`config.mk`:
```
export PLATFORM = sky130hd
export DESIGN_NAME = ram_stream_reader_flat
export DESIGN_NICKNAME = d
export VERILOG_FILES = /design/src/rtl/ram_stream_reader_if.sv /design/src/rtl/ram_stream_reader.sv /design/src/flat_wrapper.sv
export SDC_FILE = /design/constraint.sdc
export NUM_CORES = 1
export LEC_CHECK = 0
export BUFFER_PORTS_ARGS = -buffer_cell sky130_fd_sc_hd__buf_4
export CAP_MARGIN = 10
export CORE_AREA = 2 2 180 112
export CTS_CLUSTER_SIZE = 8
export DETAILED_ROUTE_END_ITERATION = 10
export DIE_AREA = 0 0 182 114
export GPL_TIMING_DRIVEN = 1
export PLACE_DENSITY = 0.77
export REMOVE_ABC_BUFFERS = 1
export SYNTH_ARGS = -nofsm -noshare
export SYNTH_HDL_FRONTEND = slang
export SYNTH_SLANG_ARGS = --single-unit
```
`constraint.sdc`:
```
create_clock -name clk -period 3.2 [get_ports clk]
set_clock_uncertainty 0.2 [all_clocks]
set_input_delay 0.64 -clock clk [delete_from_list [all_inputs] [get_ports clk]]
set_output_delay 0.64 -clock clk [all_outputs]
set_load 0.02 [all_outputs]
```
`src/rtl/ram_stream_reader_if.sv`:
```
// Block-RAM port bundle shared by RAM slaves and the stream reader master.
// The master drives the request side; rdata returns one cycle after en.
interface ram_if #(
  parameter int ADDR_WIDTH = 10,
  parameter int DATA_WIDTH = 32
) (
  input logic clk
);
  logic                  en;
  logic                  we;
  logic [ADDR_WIDTH-1:0] addr;
  logic [DATA_WIDTH-1:0] wdata;
  logic [DATA_WIDTH-1:0] rdata;

  modport master     (input clk, output en, output we, output addr, output wdata, input rdata);
  modport slave      (input clk, input en, input we, input addr, input wdata, output rdata);
  modport read_slave (input clk, input en, input addr, output rdata);
endinterface

```
`src/rtl/ram_stream_reader.sv`:
```
// Fetches a run of RAM words and replays them as a valid/ready stream with a last marker.
// Optional per-transfer address stride is enabled by defining RAM_STREAM_READER_STRIDE_EN.
module ram_stream_reader #(
  parameter int ADDR_WIDTH = 10,
  parameter int DATA_WIDTH = 32,
  parameter int FIFO_DEPTH = 4
) (
  input  logic                  clk,
  input  logic                  rst_n,
  input  logic                  start,
  input  logic [ADDR_WIDTH-1:0] base_addr,
  input  logic [ADDR_WIDTH:0]   len,
`ifdef RAM_STREAM_READER_STRIDE_EN
  input  logic [ADDR_WIDTH-1:0] stride,
`endif
  output logic                  busy,
  output logic                  done,
  ram_if.master                 ram,
  output logic                  m_valid,
  input  logic                  m_ready,
  output logic [DATA_WIDTH-1:0] m_data,
  output logic                  m_last
);
  localparam int CW = $clog2(FIFO_DEPTH + 1);
  localparam int PW = $clog2(FIFO_DEPTH);

  typedef enum logic [1:0] {IDLE, READ, DRAIN, DONE} state_t;

  state_t                state_q, state_d;
  logic                  en_q, en_d;
  logic                  inflight_q;
  logic [ADDR_WIDTH-1:0] addr_q, addr_d;
  logic [ADDR_WIDTH-1:0] cur_q, cur_d;
  logic [ADDR_WIDTH:0]   len_q, len_d;
  logic [ADDR_WIDTH:0]   issued_q, issued_d;
  logic [ADDR_WIDTH:0]   popped_q, popped_d;
  logic [DATA_WIDTH-1:0] mem_q [FIFO_DEPTH];
  logic [DATA_WIDTH-1:0] mem_d [FIFO_DEPTH];
  logic [PW-1:0]         wr_q, wr_d, rd_q, rd_d;
  logic [CW-1:0]         count_q, count_d;
  logic                  push, pop, issue_ok;
  logic [CW+1:0]         committed;
  logic [ADDR_WIDTH-1:0] step, start_step;

`ifdef RAM_STREAM_READER_STRIDE_EN
  logic [ADDR_WIDTH-1:0] stride_q, stride_d;
  assign step       = stride_q;
  assign start_step = stride;
`else
  assign step       = ADDR_WIDTH'(1);
  assign start_step = ADDR_WIDTH'(1);
`endif

  assign ram.en    = en_q;
  assign ram.we    = 1'b0;
  assign ram.addr  = addr_q;
  assign ram.wdata = '0;

  always_ff @(posedge clk or negedge rst_n) begin
    if (!rst_n) begin
      state_q    <= IDLE;
      en_q       <= 1'b0;
      inflight_q <= 1'b0;
      addr_q     <= '0;
      cur_q      <= '0;
      len_q      <= '0;
      issued_q   <= '0;
      popped_q   <= '0;
      wr_q       <= '0;
      rd_q       <= '0;
      count_q    <= '0;
      for (int i = 0; i < FIFO_DEPTH; i++) mem_q[i] <= '0;
`ifdef RAM_STREAM_READER_STRIDE_EN
      stride_q   <= '0;
`endif
    end else begin
      state_q    <= state_d;
      en_q       <= en_d;
      inflight_q <= en_q;
      addr_q     <= addr_d;
      cur_q      <= cur_d;
      len_q      <= len_d;
      issued_q   <= issued_d;
      popped_q   <= popped_d;
      wr_q       <= wr_d;
      rd_q       <= rd_d;
      count_q    <= count_d;
      mem_q      <= mem_d;
`ifdef RAM_STREAM_READER_STRIDE_EN
      stride_q   <= stride_d;
`endif
    end
  end

  // The rdata of a read issued last cycle lands in the FIFO at the end of this cycle.
  always_comb begin
    push    = inflight_q;
    pop     = (count_q != '0) && m_ready;
    mem_d   = mem_q;
    wr_d    = wr_q;
    rd_d    = rd_q;
    count_d = count_q + CW'(push) - CW'(pop);
    if (push) begin
      mem_d[wr_q] = ram.rdata;
      wr_d = (wr_q == PW'(FIFO_DEPTH - 1)) ? '0 : wr_q + PW'(1);
    end
    if (pop) begin
      rd_d = (rd_q == PW'(FIFO_DEPTH - 1)) ? '0 : rd_q + PW'(1);
    end
  end

  // Credit counts entries held after this cycle's pop plus both reads already on their way.
  always_comb begin
    committed = (CW+2)'(count_q) + (CW+2)'(inflight_q) + (CW+2)'(en_q) - (CW+2)'(pop);
    issue_ok  = (issued_q < len_q) && (committed < (CW+2)'(FIFO_DEPTH));
    state_d   = state_q;
    en_d      = 1'b0;
    addr_d    = addr_q;
    cur_d     = cur_q;
    len_d     = len_q;
    issued_d  = issued_q;
    popped_d  = popped_q + (ADDR_WIDTH+1)'(pop);
`ifdef RAM_STREAM_READER_STRIDE_EN
    stride_d  = stride_q;
`endif
    case (state_q)
      IDLE: begin
        if (start) begin
          len_d    = len;
          issued_d = '0;
          popped_d = '0;
`ifdef RAM_STREAM_READER_STRIDE_EN
          stride_d = stride;
`endif
          if (len != '0) begin
            state_d  = READ;
            en_d     = 1'b1;
            addr_d   = base_addr;
            cur_d    = base_addr + start_step;
            issued_d = (ADDR_WIDTH+1)'(1);
          end else begin
            state_d = DONE;
          end
        end
      end
      READ: begin
        if (issue_ok) begin
          en_d     = 1'b1;
          addr_d   = cur_q;
          cur_d    = cur_q + step;
          issued_d = issued_q + (ADDR_WIDTH+1)'(1);
        end
        if (issued_q == len_q) state_d = DRAIN;
      end
      DRAIN: begin
        if ((count_d == '0) && !inflight_q && !en_q) state_d = DONE;
      end
      DONE:    state_d = IDLE;
      default: state_d = IDLE;
    endcase
  end

  always_comb begin
    busy    = (state_q != IDLE);
    done    = (state_q == DONE);
    m_valid = (count_q != '0);
    m_data  = mem_q[rd_q];
    m_last  = m_valid && (popped_q == len_q - (ADDR_WIDTH+1)'(1));
  end
endmodule

```
`src/flat_wrapper.sv`:
```
// flat-port wrapper written by rule: the top's interface ports become plain ports
module ram_stream_reader_flat 
#(
  parameter int ADDR_WIDTH = 10,
  parameter int DATA_WIDTH = 32,
  parameter int FIFO_DEPTH = 4
)
  (clk, rst_n, start, base_addr, len, busy, done, m_valid, m_ready, m_data, m_last, ram_en, ram_we, ram_addr, ram_wdata, ram_rdata);
  ram_if #(.ADDR_WIDTH(ADDR_WIDTH), .DATA_WIDTH(DATA_WIDTH)) ram_i (.clk(clk));
  input  logic clk;
  input  logic rst_n;
  input  logic start;
  input  logic [ADDR_WIDTH-1:0] base_addr;
  input  logic [ADDR_WIDTH:0] len;
  output logic busy;
  output logic done;
  output logic m_valid;
  input  logic m_ready;
  output logic [DATA_WIDTH-1:0] m_data;
  output logic m_last;
  output wire logic [$bits(ram_i.en)-1:0] ram_en;
  output wire logic [$bits(ram_i.we)-1:0] ram_we;
  output wire logic [$bits(ram_i.addr)-1:0] ram_addr;
  output wire logic [$bits(ram_i.wdata)-1:0] ram_wdata;
  input wire logic [$bits(ram_i.rdata)-1:0] ram_rdata;
  assign ram_en = ram_i.en;
  assign ram_we = ram_i.we;
  assign ram_addr = ram_i.addr;
  assign ram_wdata = ram_i.wdata;
  assign ram_i.rdata = ram_rdata;
  ram_stream_reader #(.ADDR_WIDTH(ADDR_WIDTH), .DATA_WIDTH(DATA_WIDTH), .FIFO_DEPTH(FIFO_DEPTH)) u_core (.clk(clk), .rst_n(rst_n), .start(start), .base_addr(base_addr), .len(len), .busy(busy), .done(done), .ram(ram_i), .m_valid(m_valid), .m_ready(m_ready), .m_data(m_data), .m_last(m_last));
endmodule
```
==> results list, run 1 <==
- Result of the run: finished, final reports clean
* Top cells by area, synth: sky130_fd_sc_hd__dfrtp_1 49%, sky130_fd_sc_hd__mux2_2 15%, sky130_fd_sc_hd__mux4_2 7.4%, sky130_fd_sc_hd__ha_1 4.1%, sky130_fd_sc_hd__buf_4 2.5%
- Dividing the synthesized area by the synthesized cell count gives 12.46 um2.
- Timing would allow up to 318.0 MHz.
- Kind of launch point of the worst setup path: flip-flop
* Bufs on Longest Clock Path: 2
- Global-route congestion overflow total: 0
* Worst Hold Launch: len[1]
- Hold timing on the final database bottoms out at a slack of 223.4 ps.
* Number of H-tree branching levels: 4
- Terminus of the critical flop-to-flop path: u_core.issued_q[6]$_DFFE_PN0P_
- The detailed router placed 6440 vias in this run.
* Highest fanout seen on the critical path: 7
- Half-perimeter wire length of the detailed placement result: 13830 um
* Path class of the lowest-slack min-delay path: in -> reg
* Arrival time at the worst endpoint: 3310 ps
* Largest net degree at the start of global routing: 62
- Global-route wire length before repair: 33700 um
- Counting instances in the post-synthesis netlist gives the leading cell types as 192 x sky130_fd_sc_hd__dfrtp_1, 134 x sky130_fd_sc_hd__mux2_2, 47 x sky130_fd_sc_hd__nand2_1.
- Max-Slew Margin vs Limit: 61.08%
* Warning count from the yosys run: 0
- Hold EP: u_core.len_q[1]$_DFFE_PN0P_
- Clock insertion delay at the later pin of the skew report: 440 ps
- Counting flops and latches in the post-synthesis netlist gives 192.
- The congestion estimate from routability-driven global placement came to 0.8655.
* Worst setup slack for register-to-register paths: 60 ps
- Pre-CTS worst setup slack: -143.2 ps
* Synthesis-to-layout area growth: 19.66%
* Hold Fails Final Rpt: 0
* Number of design-rule violations left by the first detailed-router iteration: 415
* Number of port buffers: 103
- Worst vdd rail ir drop: 0.6352 mV
- Reg2reg path depth: 11
* Total negative setup slack: 0 ps
* Clock root cell: sky130_fd_sc_hd__clkbuf_16
- Flip-flop cell with the highest count after synthesis: sky130_fd_sc_hd__dfrtp_1
- The cell count after synthesis came out at 782.
- The synthesized design contains 0 enable-type register cells.
- The die is 114 um tall.
- Overall Global Routing Usage: 20.78%
* Number of design rule violations left after detail routing: 0
* Nets@finish: 1000
- Avg Vias per Cell: 5.495
* Proportion of register bits with asynchronous set or reset after synthesis: 100.0%
- The final layout contains routed wiring with a total length of 20420 um.
- Ratio of cells with drive above 1 in the final layout: 40.33%
- Total count of max-transition violations in the final report: 0
- For the pin with the worst max-slew slack, the measured transition is 581.7 ps.
- Sequential-to-total area share from yosys stat: 49.30%
* Static Leakage: 0.005118 uW
- The final critical path takes up 98.26% of the cycle.
- Initial core utilization: 50.45%
* Crit path capture type: flip-flop
- For this design the top-level I/O count stands at 137.
- CORE AREA: 0.01932 mm2
* Post-detailed-route count of antenna-violating nets: 0
- 0 antenna diodes ended up in the layout.
- Counting instances, the worst hold path has a depth of 3.
* Average wire per standard cell: 17.42 um
- Total standard cell area after synthesis: 0.009746 mm2
* Area of the die: 0.02075 mm2
* Min cycle time layout: 3144 ps
- Clk slew on worst S/H paths: 70 ps
* CP required: 3360 ps
- Final setup viols: 0
* Initial antenna violation count: 0
- The worst register-to-register path begins at u_core.inflight_q$_DFF_PN0_.
- Worst setup slack after layout: 55.63 ps
- Most frequent cell after synthesis: sky130_fd_sc_hd__dfrtp_1
- Yosys top cell area share: 49.30%
- CTS tree: yes
- TritonCTS buffer count: 17
- Max-capacitance violation count: 0
- Of all cell types, the one taking the most synthesized area is sky130_fd_sc_hd__dfrtp_1.
* Power density relative to cell area: 1087 mW/mm2
- Cell Rows: 40
- In this run the horizontal extent of the chip is 182 um.
- The worst setup path is of the reg -> reg kind.
- Via count of the first global-routing pass: 6385
* Detailed-routing iteration count for the pre-antenna-repair pass: 5
- Unrepaired setup endpoints after global routing: yes
- Counting distinct cell types in the post-synthesis netlist gives 62.
* TritonCTS Sinks: 192
-- flip-flops by register name, indices dropped and copies added (netlist names), 3 cells and up --
name / cells
u_core.len_q: 11
u_core.cur_q: 10
u_core.count_q: 3
u_core.popped_q: 11
u_core.mem_q: 128
u_core.ram.addr: 10
u_core.issued_q: 11
-- report_power, final --
part           total (uW)  internal (uW)  leakage [uW]  switching, uW
sequential           4360           3580       0.00230            776
clock                2010           1100      0.000253            903
combinational        6310           3320       0.00256           3000
total               12700           8000       0.00512           4680
-- cell type report --
cell class / instances / area [um2]
clock buffers: 21 / 460.4
clock inverters: 8 / 86.33
fillers: 1548 / 7657
inverters: 30 / 112.6
multi-input cells: 527 / 4732
flip-flops and latches: 192 / 4810
well taps: 252 / 315.3
repair buffers: 142 / 1145
-- through the flow --
stage / util (%) / total power [uW] / std cells / area (um2)
final: 60.36 / 12680 / 1172 / 11660
after global placement: 56.25 / 10120 / 1135 / 10870
after detailed placement: 56.25 / 10300 / 1135 / 10870
after CTS: 59.70 / 12560 / 1166 / 11530
after floorplan: - / 8211 / 749 / 9488
after global routing: 60.36 / 13520 / 1172 / 11660
-- cell families (layout without fill, tap and decap cells) --
group | count (synthesis) | after routing | synth area share (%)
adder cells (fa/ha/maj) | 33 | 33 | 4.314
flip-flops | 192 | 192 | 49.30
buffers and inverters | 95 | 201 | 5.033
multiplexers | 172 | 172 | 23.49
XOR/XNOR | 35 | 35 | 3.146
AO/OA/AOI/OAI | 99 | 99 | 6.663
other | 1 | 33 | 0.03848
AND/OR/NAND/NOR | 155 | 155 | 8.011
-- placed cells by master, fill, tap and decap left out, types with 6 or more instances in the layout --
| master | Yosys | final |
|---|---|---|
| sky130_fd_sc_hd__dfrtp_1 | 192 | 188 |
| sky130_fd_sc_hd__mux2_2 | 134 | 134 |
| sky130_fd_sc_hd__buf_4 | 33 | 133 |
| sky130_fd_sc_hd__nand2_1 | 47 | 47 |
| sky130_fd_sc_hd__o21ai_0 | 40 | 35 |
| sky130_fd_sc_hd__conb_1 | 1 | 33 |
| sky130_fd_sc_hd__mux4_2 | 32 | 32 |
| sky130_fd_sc_hd__nor2_1 | 30 | 29 |
| sky130_fd_sc_hd__inv_1 | 30 | 28 |
| sky130_fd_sc_hd__ha_1 | 32 | 26 |
| sky130_fd_sc_hd__xnor2_1 | 20 | 19 |
| sky130_fd_sc_hd__a21oi_1 | 19 | 18 |
| sky130_fd_sc_hd__nand3_1 | 17 | 17 |
| sky130_fd_sc_hd__clkbuf_16 | 0 | 17 |
| sky130_fd_sc_hd__xor2_1 | 15 | 14 |
| sky130_fd_sc_hd__nor2b_1 | 7 | 7 |
| sky130_fd_sc_hd__nor3_1 | 10 | 7 |
| sky130_fd_sc_hd__nand4_1 | 7 | 7 |
| sky130_fd_sc_hd__or3_1 | 7 | 6 |
| sky130_fd_sc_hd__mux2i_1 | 6 | 6 |
-- per-layer routing --
layer | share of wire [%] | global-route usage, % | vias to the layer above
li1 | - | - | 3008
met1 | 52 | 32.07 | 3285
met2 | 43 | 29.64 | 131
met3 | 4.3 | 5.140 | 16
met4 | 0.76 | 4.516 | 0
met5 | 0 | 0 | -
-- how the worst max path moves through the flow --
stage / startpoint / to / slack, ps / cells after the start
after floorplan: u_core.inflight_q$_DFF_PN0_ / u_core.cur_q[1]$_DFFE_PN0P_ / -290 / 10
after global placement: m_ready / u_core.cur_q[5]$_DFFE_PN0P_ / -130 / 11
after detailed placement: m_ready / u_core.cur_q[5]$_DFFE_PN0P_ / -140 / 11
after CTS: u_core.inflight_q$_DFF_PN0_ / u_core.issued_q[10]$_DFFE_PN0P_ / 2 / 11
after global routing: u_core.inflight_q$_DFF_PN0_ / u_core.issued_q[6]$_DFFE_PN0P_ / -40 / 12
final: u_core.inflight_q$_DFF_PN0_ / u_core.issued_q[6]$_DFFE_PN0P_ / 60 / 11
-- critical path, stage by stage, from the launching register on --
cell                       delay [ps]
sky130_fd_sc_hd__dfrtp_1          400
sky130_fd_sc_hd__ha_2             220
sky130_fd_sc_hd__ha_4             180
sky130_fd_sc_hd__xor2_4           160
sky130_fd_sc_hd__ha_4             280
sky130_fd_sc_hd__nor3b_4          220
sky130_fd_sc_hd__o22ai_2          120
sky130_fd_sc_hd__nor4_4           220
sky130_fd_sc_hd__o211ai_4         190
sky130_fd_sc_hd__a211o_4          390
sky130_fd_sc_hd__or3_1            350
sky130_fd_sc_hd__a21oi_1          150
-- repair_timing --
| action | 4_1_cts | 5_1_grt |
|---|---|---|
| setup buffers | 1 | 6 |
| endpoints found under the setup margin | 11 | 29 |
| hold endpoints to repair | 47 | 0 |
| hold buffers | 1 | 0 |
| pin swaps | 10 | 12 |
| gates resized for setup | 17 | 25 |
No activity file was read; power rests on OpenSTA's default activity.
==> run 2, diff against run 1 <==
Settings changed: RECOVER_POWER set to 100.
==> run 2 against run 1 <==
Compared with the run above:
- worst hold slack barely moved
- largest cell class unchanged
- cell area fell by 0.89%
- maximum frequency barely moved
- wire length fell by 0.28%
- core utilization fell by 0.54 points
- highest routed layer unchanged
- global-route usage did not move
- cell count did not move
- non-clock buffer count did not move
- sequential power barely moved
- sequential share of layout area rose by 0.37 points
==> results list, run 2 (synthesized netlist as in run 1, its figures left out) <==
- Result of the run: finished, final reports clean
- Worst vdd rail ir drop: 0.5883 mV (-7.4%)
* Synthesis-to-layout area growth: 18.59%
* Clock root cell: sky130_fd_sc_hd__clkbuf_16
* Maximum cell stage delay along the critical path: 390 ps (about the same)
- Hold Fails Final Rpt: 0 (unchanged)
- TritonCTS buffer count: 17 (unchanged)
- Crit path capture type: flip-flop
* Highest fanout seen on the critical path: 7 (unchanged)
- The chip height is 114 um (unchanged).
* Power density relative to cell area: 1089 mW/mm2 (+0.19%)
- Leaving out fill and tap cells, the most frequent cell in the layout is sky130_fd_sc_hd__dfrtp_1.
- Number of port buffers: 103 (unchanged)
- Share of power burned in the clock network: 15.9% (about the same)
- The number of nets in the final layout was 1000 (unchanged).
- The average wire per standard cell was 17.38 um (-0.28%).
- Min cycle time layout: 3143 ps (-1.110 ps)
- The total global routing overflow came to 0 (unchanged).
- The die footprint was 0.02075 mm2 (unchanged).
* Biggest register: u_core.mem_q
- The share of the cycle needed by the critical path after routing is 98.23% (about the same).
- The via count of the first global-routing pass came to 6385 (unchanged).
- Pre-CTS worst setup slack: -143.2 ps (unchanged)
- CP required: 3360 ps (about the same)
* Post-route core utilization: 59.83% (-0.54 points)
- The number of standard-cell rows in the floorplan was 40 (unchanged).
- The core outline area is 0.01932 mm2 (unchanged).
- CP Class: reg -> reg
* Power spent charging and discharging nets: 4670 uW (-0.13%)
- The number of antenna violations at the first check in global routing is 0 (unchanged).
* Wirelength, routed: 20370 um (-0.28%)
- Clk slew on worst S/H paths: 70 ps (about the same)
- Cell-internal power: 7921 uW (-1.0%)
- Detailed-routing iteration count for the pre-antenna-repair pass: 5 (unchanged)
- Half-perimeter wire length of the detailed placement result: 13830 um (unchanged)
- The flip-flop count of the largest register after layout came to 128 (unchanged).
- Fillers: 1576 (+1.8%)
- Critical-path top delay cell: sky130_fd_sc_hd__dfrtp_1
- The max-slew violation count was 0 (unchanged).
- The clock insertion delay at the later pin of the skew report came to 440 ps (about the same).
- Overall power: 12590 uW (-0.70%)
- The overall via count from detail_route came to 6453 (+0.20%).
- Unrepaired setup endpoints after global routing: yes
* Largest net degree at the start of global routing: 62 (unchanged)
* Number of H-tree branching levels: 4 (unchanged)
- The critical path goes through ha_2 > ha_4 > xor2_4 > ha_4 > nor3b_4 > o22ai_2 > nor4_4 > o211ai_4 > a211o_4 > or3_1 > a21oi_1.
* Ratio of cells with drive above 1 in the final layout: 38.26% (-2.1 points)
- Ant diodes: 0 (unchanged)
- CTS tree: yes
- The number of DRC markers after the initial detailed-route iteration is 439 (+5.8%).
- Path class of the lowest-slack min-delay path: in -> reg
- Fraction of power spent switching nets: 37.09% (+0.21 points)
- Global-route wire length before repair: 33700 um (unchanged)
- Arrival time at the worst endpoint: 3310 ps (about the same)
- Static Leakage: 0.005041 uW (-1.5%)
- The post-route worst setup slack came to 56.74 ps (+1.110 ps).
* Post-detailed-route count of antenna-violating nets: 0 (unchanged)
* Avg Vias per Cell: 5.506 (+0.20%)
* Boundary Pins: 137 (unchanged)
- TritonCTS Sinks: 192 (unchanged)
- Max-Slew Margin vs Limit: 10.90% (-50 points)
- The final weighted congestion in routability-driven placement came to 0.8655 (unchanged).
- Final setup viols: 0 (unchanged)
* Die X-Extent: 182 um (unchanged)
- Initial core utilization: 50.45% (unchanged)
- Share of total power in sequential cells: 34.6% (+0.2 points)
- Number of design rule violations left after detail routing: 0 (unchanged)
- Kind of launch point of the worst setup path: flip-flop
- The register-to-register setup slack came to 60 ps (about the same).
- Bufs on Longest Clock Path: 2 (unchanged)
* Highest-count cells in the layout ignoring fill and taps: 188 x sky130_fd_sc_hd__dfrtp_1, 134 x sky130_fd_sc_hd__mux2_2, 110 x sky130_fd_sc_hd__buf_4
- Most common cell on crit path: sky130_fd_sc_hd__ha_4
* Proportion of power drawn by combinational gates: 49.4% (-0.4 points)
- Overall Global Routing Usage: 20.78% (unchanged)
* Max-capacitance violation count: 0 (unchanged)
- The actual slew at the worst max-slew pin was 1336 ps (+754.7 ps).
* Max Freq: 318.1 MHz (about the same)
==> run 2: cell count changes in the layout (fill, tap and decap cells not counted), sizes merged <==
cell	before	now
buf	140	116
clkbuf	22	46
==> run 2: metal layers <==
metal	vias to the layer above	share of wire, %	global-route usage, %
met4	0	0.86	4.516
met5	-	0	0
met1	3278	51	32.07
met2	146	43	29.64
li1	3012	-	-
met3	17	4.6	5.140
==> run 2: layout make-up <==
type / count / area (um2) / area share, %
clock buffer: 21 / 460.4 / 3.984
sequential: 192 / 4810 / 41.62
inverter: 30 / 112.6 / 0.9743
tap: 252 / 315.3 / 2.728
multi-input combinational: 527 / 4730 / 40.92
clock inverter: 8 / 86.33 / 0.7470
timing repair buffer: 142 / 1044 / 9.029
==> run 2: power groups by stage <==
| stage | registers (uW) | clock network, uW | logic [uW] |
|---|---|---|---|
| finish | 4360 | 2010 | 6230 |
| detailed placement | 4360 | 0 | 5940 |
| floorplan | 4310 | 0 | 3900 |
| CTS | 4340 | 2070 | 6150 |
| global placement | 4300 | 0 | 5820 |
| global route | 4500 | 2160 | 6780 |
==> run 2: worst paths after layout <==
kind | cells after the start | to | start
setup / recovery | 11 | u_core.issued_q[6]$_DFFE_PN0P_ | u_core.inflight_q$_DFF_PN0_
setup reg to reg | 11 | u_core.issued_q[6]$_DFFE_PN0P_ | u_core.inflight_q$_DFF_PN0_
hold / removal | 3 | u_core.len_q[1]$_DFFE_PN0P_ | len[1]
min in group asynchronous | 2 | u_core.popped_q[6]$_DFF_PN0_ | rst_n
hold reg to reg | 2 | u_core.ram.addr[8]$_DFFE_PN0P_ | u_core.ram.addr[8]$_DFFE_PN0P_
max in group asynchronous | 3 | u_core.len_q[0]$_DFFE_PN0P_ | rst_n
==> run 2: critical path, delay by kind of cell (launching register included) <==
| kind | cells | cell delay, ps |
|---|---|---|
| simple gates | 3 | 780 |
| xor+xnor | 1 | 160 |
| fa+ha+maj | 3 | 680 |
| compound gates | 4 | 840 |
| flops | 1 | 390 |
==> run 2: timing repair <==
item | CTS | global route
gates resized for setup | 17 | 25
setup buffers | 1 | 6
hold buffers | 1 | 0
pin swaps | 10 | 12
hold endpoints to repair | 47 | 0
setup endpoints to repair | 11 | 29
==> run 2: stage by stage <==
stage	cells	hold slack, ps	instance area (um2)	setup TNS (ps)
after floorplan	749	144.4	9488	-2117
after global placement	1135	266.5	10870	-470.7
after detailed placement	1135	278.9	10870	-732.9
after CTS	1166	202.1	11530	0
after global routing	1172	219.2	11560	-124.0
final	1172	223.8	11560	0
==> run 3, diff against run 2 <==
Settings changed: REMOVE_ABC_BUFFERS 1 to not set, SETUP_SLACK_MARGIN set to 0.4.
==> run 3 against run 2 <==
Compared with the run above:
- the flow now finishes with violations (max-capacitance violations, max-slew violations, negative setup slack)
- count of clock-buffer cells in the layout is 4 lower
- cell count is 1.5% higher
- sequential cell count stayed put
- register-to-register slack worse by 110 ps
- sequential power is 1% lower
- critical endpoint unchanged
- largest power group unchanged
==> results list, run 3 (synthesized netlist as in run 1, its figures left out) <==
* Global-route wire length before repair: 35580 um (+5.6%)
- Ratio of cells with drive above 1 in the final layout: 43.65% (+5.4 points)
- Routability congestion estimate: 0.7809 (-9.8%)
- The hold-critical path depth was 3 (unchanged).
- The number of port buffers came to 103 (unchanged).
- The clock insertion delay at the later pin of the skew report was 430 ps (about the same).
- The total power divided by cell area is 1093 mW/mm2 (+0.33%).
* Result of the run: complete, but fails checks
- Min cycle time layout: 3249 ps (+105.9 ps)
- Reg2reg path depth: 12 (+1)
- The number of antenna violations at the first check in global routing is 0 (unchanged).
* Highest fanout seen on the critical path: 6 (-1)
- TritonCTS buffer count: 17 (unchanged)
* Path class of the lowest-slack min-delay path: in -> reg
* Highest-count cells in the layout ignoring fill and taps: 189 x sky130_fd_sc_hd__dfrtp_1, 137 x sky130_fd_sc_hd__buf_4, 131 x sky130_fd_sc_hd__mux2_2
* Worst vdd rail ir drop: 0.5847 mV (-0.62%)
- The actual slew at the worst max-slew pin was 1543 ps (+206.3 ps).
- Average wire per standard cell: 17.80 um (+2.5%)
* Max-capacitance violation count: 1 (+1)
- The final wirelength came to 21170 um (+4.0%).
- Synthesis-to-layout area growth: 22.17%
- Arrival time at the worst endpoint: 3410 ps (+100 ps)
- The total global routing overflow was 0 (unchanged).
- Clk slew on worst S/H paths: 70 ps (about the same)
- Setup repair after global routing could not meet its margin everywhere.
- The number of nets in the final layout came to 1014 (+1.4%).
- Cell Rows: 40 (unchanged)
- Max reg flops: 128 (unchanged)
- The checks that failed: max-capacitance violations, max-slew violations, negative setup slack.
* Non-Filler Instances: 1189 (+1.5%)
- The overall via count from detail_route is 6564 (+1.7%).
* Half-perimeter wire length of the detailed placement result: 14170 um (+2.5%)
- The worst slack at placement was -124.7 ps (+18.46 ps).
* Via count of the first global-routing pass: 6732 (+5.4%)
- The number of buffers on the longest clock path was 2 (unchanged).
- The post-route worst setup slack was -49.16 ps (-105.9 ps).
- Ant diodes: 0 (unchanged)
- Hold WS: 217.6 ps (-6.146 ps)
- Vertical extent of the die: 114 um (unchanged)
* Avg Vias per Cell: 5.521 (+0.27%)
* Worst setup slack for register-to-register paths: -50 ps (-110 ps)
* Crit path capture type: flip-flop
- The number of setup violations in the final report came to 6 (+6).
- The effective utilization at floorplan is 50.45% (unchanged).
- The data required time at the worst endpoint came to 3360 ps (about the same).
* TritonCTS Sinks: 192 (unchanged)
- The final core utilization came to 61.63% (+1.8 points).
- The instance count after placement with tap cells included is 1132 (-0.26%).
* Number of design rule violations left after detail routing: 0 (unchanged)
* Die X-Extent: 182 um (unchanged)
- The critical path is of the reg -> reg type.
- The worst relative slew slack was -2.851% (-14 points).
- The tree is rooted in a sky130_fd_sc_hd__clkbuf_16.
* Number of H-tree branching levels: 4 (unchanged)
* Final Instance Area: 0.01191 mm2 (+3.0%)
* Hold Fails Final Rpt: 0 (unchanged)
* Fillers: 1505 (-4.5%)
- Area of the die: 0.02075 mm2 (unchanged)
- CTS tree: yes
* Detailed-routing iteration count for the pre-antenna-repair pass: 4 (-1)
* CORE AREA: 0.01932 mm2 (unchanged)
* Kind of launch point of the worst setup path: flip-flop
- u_core.mem_q holds more flip-flops than any other register.
* Final clock period utilization by the worst path: 101.5% (+3.3 points)
- The number of DRC markers after the initial detailed-route iteration was 349 (-21%).
- The number of nets still failing antenna checks after routing is 0 (unchanged).
- The global-route total usage across every layer is 21.87% (+1.1 points).
- The max-slew violation count was 60 (+60).
- The maximum frequency from static timing analysis is 307.8 MHz (-3.3%).
* Boundary Pins: 137 (unchanged)
* Cell area after placement: 0.01086 mm2 (about the same)
- Largest net degree at the start of global routing: 71 (+15%)
- The static leakage is 0.005226 uW (+3.7%).
- Most common cell after layout, fill and taps aside: sky130_fd_sc_hd__dfrtp_1
-- run 3: changes by cell type in the layout (fill, tap and decap cells not counted), sizes merged, moves of 3 or more --
cell	change
clkinv	+3
clkbuf	-25
clkinvlp	-3
buf	+34
inv	+8
-- run 3: worst paths after layout --
kind,start,to
worst max-delay path,u_core.count_q[0]$_DFF_PN0_,u_core.issued_q[6]$_DFFE_PN0P_
worst min-delay path,len[6],u_core.len_q[6]$_DFFE_PN0P_
worst max register to register,u_core.count_q[0]$_DFF_PN0_,u_core.issued_q[6]$_DFFE_PN0P_
worst min register to register,u_core.ram.en$_DFF_PN0_,u_core.inflight_q$_DFF_PN0_
max in group asynchronous,rst_n,u_core.mem_q[4]$_DFFE_PN0P_
min in group asynchronous,rst_n,u_core.mem_q[122]$_DFFE_PN0P_
-- run 3: metal layers --
metal	part of all wire (%)	up-vias	global-route usage, %
met5	0	-	0
met4	1.1	0	5.860
met3	4.5	20	4.438
met2	44	144	32.60
met1	50	3346	32.81
li1	-	3054	-
-- run 3: what timing repair did --
item / in CTS / in global routing
gates resized for setup: 41 / 34
endpoints found under the hold margin: 55 / 0
setup buffers: 17 / 6
setup endpoints to repair: 32 / 54
hold buffers: 1 / 0
pin swaps: 21 / 22
gates cloned: 1 / 0
-- run 3: critical path: stages, from the launching register on --
cell	delay (ps)
sky130_fd_sc_hd__dfrtp_1	390
sky130_fd_sc_hd__ha_2	210
sky130_fd_sc_hd__ha_4	180
sky130_fd_sc_hd__xor2_4	160
sky130_fd_sc_hd__ha_4	310
sky130_fd_sc_hd__a22o_1	150
sky130_fd_sc_hd__o22ai_2	110
sky130_fd_sc_hd__nor4_4	310
sky130_fd_sc_hd__o211ai_2	160
sky130_fd_sc_hd__buf_6	180
sky130_fd_sc_hd__a211o_4	350
sky130_fd_sc_hd__or3_4	340
sky130_fd_sc_hd__a21oi_2	140
-- run 3: stage by stage --
| stage | TNS, ps | power, uW |
|---|---|---|
| after detailed placement | -762.5 | 10280 |
| after CTS | -102.4 | 12740 |
| after floorplan | 0 | 8372 |
| after global routing | -3112 | 13880 |
| final | -128.9 | 13010 |
| after global placement | -204.4 | 10060 |
-- run 3: layout make-up --
class,count,area (um2),share of cell area (%)
multi-input cells,528,4885,41.03
clock inverters,15,123.9,1.040
flip-flops and latches,192,4808,40.38
inverters,30,112.6,0.9458
repair buffers,155,1236,10.38
well taps,252,315.3,2.648
clock buffers,17,425.4,3.573
-- run 3: where the power goes --
group | internal, uW | total [uW] | leakage [uW] | switching [uW]
registers | 3580 | 4310 | 0.00230 | 733
clock network | 1020 | 2010 | 0.000273 | 992
logic | 3490 | 6690 | 0.00265 | 3200
total | 8090 | 13000 | 0.00523 | 4920
